### src/rtl/bird_kinematics_pkg.sv
// rtl/bird_kinematics_pkg.sv - shared state encoding and playfield defaults for the bird physics block
package bird_kinematics_pkg;

  // One-hot flight states; any other pattern is treated as corrupt and recovers to INITIAL.
  localparam logic [3:0] ST_INITIAL = 4'b0001;
  localparam logic [3:0] ST_FLIGHT  = 4'b0010;
  localparam logic [3:0] ST_DYING   = 4'b0100;
  localparam logic [3:0] ST_STOP    = 4'b1000;

  // Playfield geometry defaults, in whole pixels.
  localparam int SCREEN_H_DEF = 480;
  localparam int BIRD_W_DEF   = 20;
  localparam int BIRD_H_DEF   = 20;
  localparam int BIRD_X_DEF   = 300;
  localparam int START_Y_DEF  = 240;

  // Sub-pixel fraction bits used for position and velocity.
  localparam int FRAC_DEF = 4;

endpackage

### src/rtl/bird_kinematics_btn_edge_latch.sv
// rtl/bird_kinematics_btn_edge_latch.sv - flap button rising-edge detect with pending-request latch
module btn_edge_latch
  import bird_kinematics_pkg::*;
(
  input  logic clk,
  input  logic rst,
  input  logic i_btn,
  input  logic i_arm,
  input  logic i_clr,
  output logic o_pending
);

  logic r_btn_q;
  logic r_btn_qq;
  logic r_pend;
  logic w_edge;

  // The raw button is registered once before the edge compare so the edge is glitch-free.
  assign w_edge    = r_btn_q & ~r_btn_qq;
  assign o_pending = r_pend;

  // Button history plus the latch; an edge arriving on a clearing cycle still arms the next request.
  always_ff @(posedge clk or posedge rst) begin
    if (rst) begin
      r_btn_q  <= 1'b0;
      r_btn_qq <= 1'b0;
      r_pend   <= 1'b0;
    end else begin
      r_btn_q  <= i_btn;
      r_btn_qq <= r_btn_q;
      r_pend   <= (r_pend & ~i_clr) | (w_edge & i_arm);
    end
  end

endmodule

### src/rtl/bird_kinematics.sv
// rtl/bird_kinematics.sv - flappy-bird vertical kinematics: flap, gravity, ceiling/floor clamps, life-cycle FSM
module bird_kinematics
  import bird_kinematics_pkg::*;
#(
  parameter int SCREEN_H = SCREEN_H_DEF,
  parameter int BIRD_W   = BIRD_W_DEF,
  parameter int BIRD_H   = BIRD_H_DEF,
  parameter int BIRD_X   = BIRD_X_DEF,
  parameter int START_Y  = START_Y_DEF,
  parameter int FRAC     = FRAC_DEF,
  parameter int JUMP_VEL = 128,
  parameter int GRAVITY  = 8,
  parameter int TERM_VEL = 160
) (
  input  logic                     Clk,
  input  logic                     reset,
  input  logic                     Start,
  input  logic                     Ack,
  input  logic                     Stop,
  input  logic                     BtnPress,
  input  logic                     FrameTick,
  output logic [9:0]               Bird_X_L,
  output logic [9:0]               Bird_X_R,
  output logic [9:0]               Bird_Y_T,
  output logic [9:0]               Bird_Y_B,
  output logic signed [10+FRAC-1:0] Velocity,
  output logic                     HitCeiling,
  output logic                     HitFloor,
  output logic                     q_Initial,
  output logic                     q_Flight,
  output logic                     q_Dying,
  output logic                     q_Stop
);

  // Position/velocity width, and the widened width with two signed guard bits for the update.
  localparam int YW = 10 + FRAC;
  localparam int SW = YW + 2;

  localparam logic [YW-1:0]        C_Y_START = YW'(START_Y << FRAC);
  localparam logic signed [SW-1:0] C_Y_FLOOR = SW'((SCREEN_H - BIRD_H) << FRAC);
  localparam logic signed [YW-1:0] C_JUMP    = YW'(-JUMP_VEL);
  localparam logic signed [SW-1:0] C_GRAV    = SW'(GRAVITY);
  localparam logic signed [SW-1:0] C_TERM_S  = SW'(TERM_VEL);
  localparam logic signed [YW-1:0] C_TERM    = YW'(TERM_VEL);

  logic [3:0]              r_state;
  logic [YW-1:0]           r_y;
  logic signed [YW-1:0]    r_vel;
  logic                    r_hit_c;
  logic                    r_hit_f;

  logic                    w_in_flight;
  logic                    w_pending;
  logic                    w_flap;
  logic signed [SW-1:0]    w_vel_grav;
  logic signed [YW-1:0]    w_vel_new;
  logic signed [SW-1:0]    w_y_new;

  assign w_in_flight = (r_state == ST_FLIGHT);

  // A flap is only honoured in FLIGHT and never on the cycle the bird is killed.
  assign w_flap = w_in_flight & w_pending & ~Stop;

  btn_edge_latch u_btn (
    .clk       (Clk),
    .rst       (reset),
    .i_btn     (BtnPress),
    .i_arm     (w_in_flight & ~Stop),
    .i_clr     (~w_in_flight | FrameTick | Stop),
    .o_pending (w_pending)
  );

  // Candidate velocity and position for this tick (semi-implicit Euler: new velocity moves the bird).
  always_comb begin
    w_vel_grav = {{2{r_vel[YW-1]}}, r_vel} + C_GRAV;
    w_vel_new  = '0;
    if (w_flap) begin
      w_vel_new = C_JUMP;
    end else if (w_vel_grav > C_TERM_S) begin
      w_vel_new = C_TERM;
    end else begin
      w_vel_new = w_vel_grav[YW-1:0];
    end
    w_y_new = $signed({2'b00, r_y}) + {{2{w_vel_new[YW-1]}}, w_vel_new};
  end

  // State machine, physics registers and one-cycle collision pulses.
  always_ff @(posedge Clk or posedge reset) begin
    if (reset) begin
      r_state <= ST_INITIAL;
      r_y     <= C_Y_START;
      r_vel   <= '0;
      r_hit_c <= 1'b0;
      r_hit_f <= 1'b0;
    end else begin
      r_hit_c <= 1'b0;
      r_hit_f <= 1'b0;
      case (r_state)
        ST_INITIAL: begin
          r_y   <= C_Y_START;
          r_vel <= '0;
          if (Start) r_state <= ST_FLIGHT;
        end
        ST_FLIGHT, ST_DYING: begin
          if (Stop && w_in_flight) r_state <= ST_DYING;
          if (FrameTick) begin
            if (w_y_new[SW-1]) begin
              r_y     <= '0;
              r_vel   <= '0;
              r_hit_c <= 1'b1;
            end else if (w_y_new >= C_Y_FLOOR) begin
              r_y     <= C_Y_FLOOR[YW-1:0];
              r_vel   <= '0;
              r_hit_f <= 1'b1;
              r_state <= ST_STOP;
            end else begin
              r_y   <= w_y_new[YW-1:0];
              r_vel <= w_vel_new;
            end
          end
        end
        ST_STOP: begin
          if (Ack) begin
            r_state <= ST_INITIAL;
            r_y     <= C_Y_START;
            r_vel   <= '0;
          end
        end
        default: begin
          r_state <= ST_INITIAL;
          r_y     <= C_Y_START;
          r_vel   <= '0;
        end
      endcase
    end
  end

  assign Bird_X_L   = 10'(BIRD_X);
  assign Bird_X_R   = 10'(BIRD_X + BIRD_W);
  assign Bird_Y_T   = r_y[YW-1:FRAC];
  assign Bird_Y_B   = r_y[YW-1:FRAC] + 10'(BIRD_H);
  assign Velocity   = r_vel;
  assign HitCeiling = r_hit_c;
  assign HitFloor   = r_hit_f;
  assign q_Initial  = r_state[0];
  assign q_Flight   = r_state[1];
  assign q_Dying    = r_state[2];
  assign q_Stop     = r_state[3];

endmodule

### config.mk
export PLATFORM = sky130hd
export DESIGN_NAME = bird_kinematics
export DESIGN_NICKNAME = d
export VERILOG_FILES = /design/src/rtl/bird_kinematics_pkg.sv /design/src/rtl/bird_kinematics_btn_edge_latch.sv /design/src/rtl/bird_kinematics.sv
export SDC_FILE = /design/constraint.sdc
export NUM_CORES = 1
export LEC_CHECK = 0
export ABC_AREA = 1
export CAP_MARGIN = 5
export CORE_AREA = 4 4 83 85
export CTS_CLUSTER_DIAMETER = 30
export DETAILED_ROUTE_END_ITERATION = 12
export DIE_AREA = 0 0 87 89
export HOLD_SLACK_MARGIN = 0.1
export MAX_ROUTING_LAYER = met4
export PLACE_DENSITY = 0.79
export SYNTH_ARGS = -nofsm -noshare
export SYNTH_HDL_FRONTEND = slang
export SYNTH_SLANG_ARGS = --single-unit
### constraint.sdc
create_clock -name Clk -period 4.1 [get_ports Clk]
set_input_delay 0.41 -clock Clk [delete_from_list [all_inputs] [get_ports Clk]]
set_output_delay 0.41 -clock Clk [all_outputs]
set_load 0.05 [all_outputs]
==> impl_results.md <==
- Outcome: finished, final reports clean
- Syn-to-layout area delta: 29.3%
- Initial Utilization: 0.502
- Static leakage: just under 2 nW
- Gr usage total: 0.212
- Row count: 29
- Antenna Cells: 0
- Mapped Cells: ~420
- Hold Buf Count CTS: 0
- Most common flop cell mapped by yosys: dfrtp_1
- Pwr dens: around 260 mW/mm^2
- Clock transition at path regs: about 0.07 ns
- Initial antenna violation count: 0
- Clock Tree Buf Depth: 2
- Final worst slack: around 0.13 ns
- DR pass1 iterations: 4
- Min-delay worst type: flop to flop
- Nets: a little over 500
- Final worst-path cycle share: 0.967
- Cell Int Power: between 600 and 700 uW
- Sequential power share: 0.385
- Combinational share of power: 0.368
- Netlist Area Pre-Place: between 0.003 and 0.004 sq mm
- Most area-hungry cell type in the Yosys netlist: dfrtp_1
- Clock skew: between 0.004 and 0.005 ns
- Worst skew pair latency: between 0.2 and 0.3 ns
- HP Start: u_btn.r_btn_q$_DFF_PP0_
- Top post-synthesis cells by area: dfrtp_1, nand2_1, buf_4
- Avg WL per Cell: around 15 microns
- CP Launch Point: Velocity[4]$_DFFE_PP0P_
- F_max: roughly 250 MHz
- Die Area: about 0.0077 sq mm
- Worst VDD drop: approximately 0.16 mV
- Synthesis-stage register bit count: 37
- Post-synth top area share: 0.257
- Critical path data arrival time: ~4.2 ns
- Ys Warns: 0
- Setup violators final: 0
- Reg-to-Reg End: Velocity[7]$_DFFE_PP0P_
- Vias in the first global route: 2,714
- Slew @ Worst Pin: about 0.54 ns
- DRC Markers: 0
- Minimum clock period: slightly below 4 ns
- Share of layout cells above drive strength 1: 0.241
- Routed wire length: a little over 8000 microns
- ANT nets after route: 0
- Largest net degree at the start of global routing: 32
- Avg Inst Size Synth: between 7 and 8 sq um
- EDFF count, synth: 0
- Synth unique cells: 43
- Post-synthesis sequential area ratio: 0.300
- Clk pwr share: 0.247
- Routed via count: roughly 2,900
- WP data required: approximately 4.3 ns
- IO Pins: 67
- Hold Vio Cnt, Final: 0
- Max FO, Critical Path: 8
- R2r startpoint: Velocity[4]$_DFFE_PP0P_
- Worst slew margin: 0.639
- First-pass GRT wire length: approximately 13,000 microns
- Post-DP HPWL: approximately 6100 microns
- DIE HEIGHT: about 89 microns
- Die Span X: 87 microns
- Grt ovf: 0
- Root Buffer: clkbuf_8
- Critical path class: flop to flop
- Placer Congestion: between 0.9 and 1
- Worst setup endpoint: Velocity[7]$_DFFE_PP0P_
- Total design power: approximately 1.1 mW
- CTS H-Tree Depth: 2
- CP Capture Type: flop
- Setup slack at placement: -0.132 ns
- Port Buffer Count: 46
- Clock Sinks: 37
- Vias per inst: 5.17
- CTS tree: done
- FF-to-FF path depth: 27
- Async SR Flop Fraction: 1.00
- Core area: 0.00620 sq mm
- Net Sw Frac: 0.383
- Fin. max-slew vios: 0
- Total net switching power: approximately 400 uW
- Num CTS Buffers: 5
- Max-cap viol count: 0
- DRT iter0 DRCs: ~200
- Startpoint types: flop
- Reg2reg setup slack: around 0.13 ns
[Yosys cell counts (2+ instances only)]
| master | n |
|---|---|
| nor2_2 | 2 |
| nand2_2 | 6 |
| nor3_1 | 2 |
| o21ai_0 | 16 |
| o21ai_2 | 6 |
| buf_4 | 32 |
| nand2_4 | 6 |
| nand3_1 | 29 |
| nand3_2 | 4 |
| nand2_1 | 84 |
| a21boi_0 | 2 |
| dfstp_2 | 5 |
| inv_1 | 57 |
| nor2_4 | 2 |
| nor2_1 | 37 |
| ha_1 | 17 |
| dfrtp_1 | 32 |
| a21oi_1 | 22 |
| conb_1 | 2 |
| nand4_1 | 6 |
| o22ai_2 | 2 |
| xnor2_1 | 6 |
| xor2_1 | 9 |
| o21ai_1 | 14 |
[through the flow]
stage	hold WS (ns)	TNS, ns	cell area (sq um)	utilization	cells
2_1_floorplan	0.354	0	3180	-	437
3_3_place_gp	0.372	0	3540	0.571	535
3_5_place_dp	0.363	-0.583	3540	0.571	535
4_1_cts	0.388	0	3720	0.599	549
5_1_grt	0.399	-1.78	4020	0.648	562
6_report	0.388	0	4020	0.648	562
[cell families (layout without fill, tap and decap cells)]
| logic type | after synthesis | in the layout | share of synthesized area |
|---|---|---|---|
| simple gates | 183 | 183 | 0.287 |
| buf+inv | 94 | 142 | 0.158 |
| compound gates | 70 | 70 | 0.136 |
| flops | 37 | 37 | 0.300 |
| fa+ha+maj | 18 | 18 | 0.0748 |
| xor+xnor | 15 | 15 | 0.0422 |
| other cells | 2 | 20 | 0.00241 |
[critical path: stages, from the launching register on]
cell	delay (ns)
dfrtp_2	0.40
buf_6	0.11
nand2_4	0.05
nor2_4	0.17
nand2_2	0.10
o21ai_2	0.15
nand2_2	0.08
nor2_2	0.10
nand3_2	0.11
nand2_4	0.10
clkinvlp_4	0.13
nor2_4	0.18
inv_4	0.08
buf_4	0.13
nor2_1	0.13
ha_2	0.35
a21oi_2	0.22
nand2_2	0.11
nand2_1	0.06
o211ai_1	0.10
xnor2_1	0.21
nand3_1	0.14
nand3_2	0.11
nand4_4	0.13
nand2_8	0.14
buf_12	0.12
nand3_1	0.10
o21ai_1	0.10
[worst min-delay path by stage]
stage                                     endpoint  cells past startpoint  slack, ns
final                     u_btn.r_btn_qq$_DFF_PP0_                      0       0.39
after global routing      u_btn.r_btn_qq$_DFF_PP0_                      0       0.40
after CTS                 u_btn.r_btn_qq$_DFF_PP0_                      0       0.39
after detailed placement  u_btn.r_btn_qq$_DFF_PP0_                      0       0.36
after global placement    u_btn.r_btn_qq$_DFF_PP0_                      0       0.37
after floorplan           u_btn.r_btn_qq$_DFF_PP0_                      0       0.35
[timing repair]
item                                    CTS  global route
endpoints found under the setup margin   20            31
gates resized for setup                   5            58
pin swaps                                 1            18
setup buffers                             6            12
[registers in the layout, indices dropped and copies added (netlist names)]
| signal | count |
|---|---|
| u_btn.r_btn_q | 1 |
| HitCeiling | 1 |
| r_y | 14 |
| r_state | 4 |
| Velocity | 14 |
| u_btn.r_btn_qq | 1 |
| u_btn.o_pending | 1 |
| HitFloor | 1 |
[layer usage]
layer | vias up | GRT usage | wire length (microns)
li1 | 1431 | - | -
met1 | 1372 | 0.274 | 3530
met2 | 94 | 0.351 | 4180
met3 | 9 | 0.0258 | 434
met4 | 0 | 0.0581 | 64
met5 | - | - | 0
[power groups by stage]
stage          logic [mW]  registers [mW]  clock network [mW]
2_1_floorplan       0.228           0.456                   0
3_3_place_gp        0.343           0.409                   0
3_5_place_dp        0.351           0.410                   0
4_1_cts             0.362           0.403               0.263
5_1_grt             0.418           0.408               0.277
6_report            0.387           0.405               0.260
[cell type report]
cell class	count	area, sq um
Sequential cell	37	936
Timing Repair Buffer	75	722
Clock buffer	8	90.1
Fill cell	492	2180
Tap cell	77	96.3
Multi-Input combinational cell	306	1950
Inverter	59	230
[placed cells by master (no fill, tap or decap), drive strengths merged, types with 6 or more instances in the layout]
master and instances:
a21oi 24, buf 29, clkbuf 8, clkdlybuf4s50 46
conb 20, dfrtp 32, ha 17, inv 57
nand2 97, nand3 33, nand4 7, nor2 41
o21ai 36, xnor2 6, xor2 9
(Power assumes the default switching activity.)
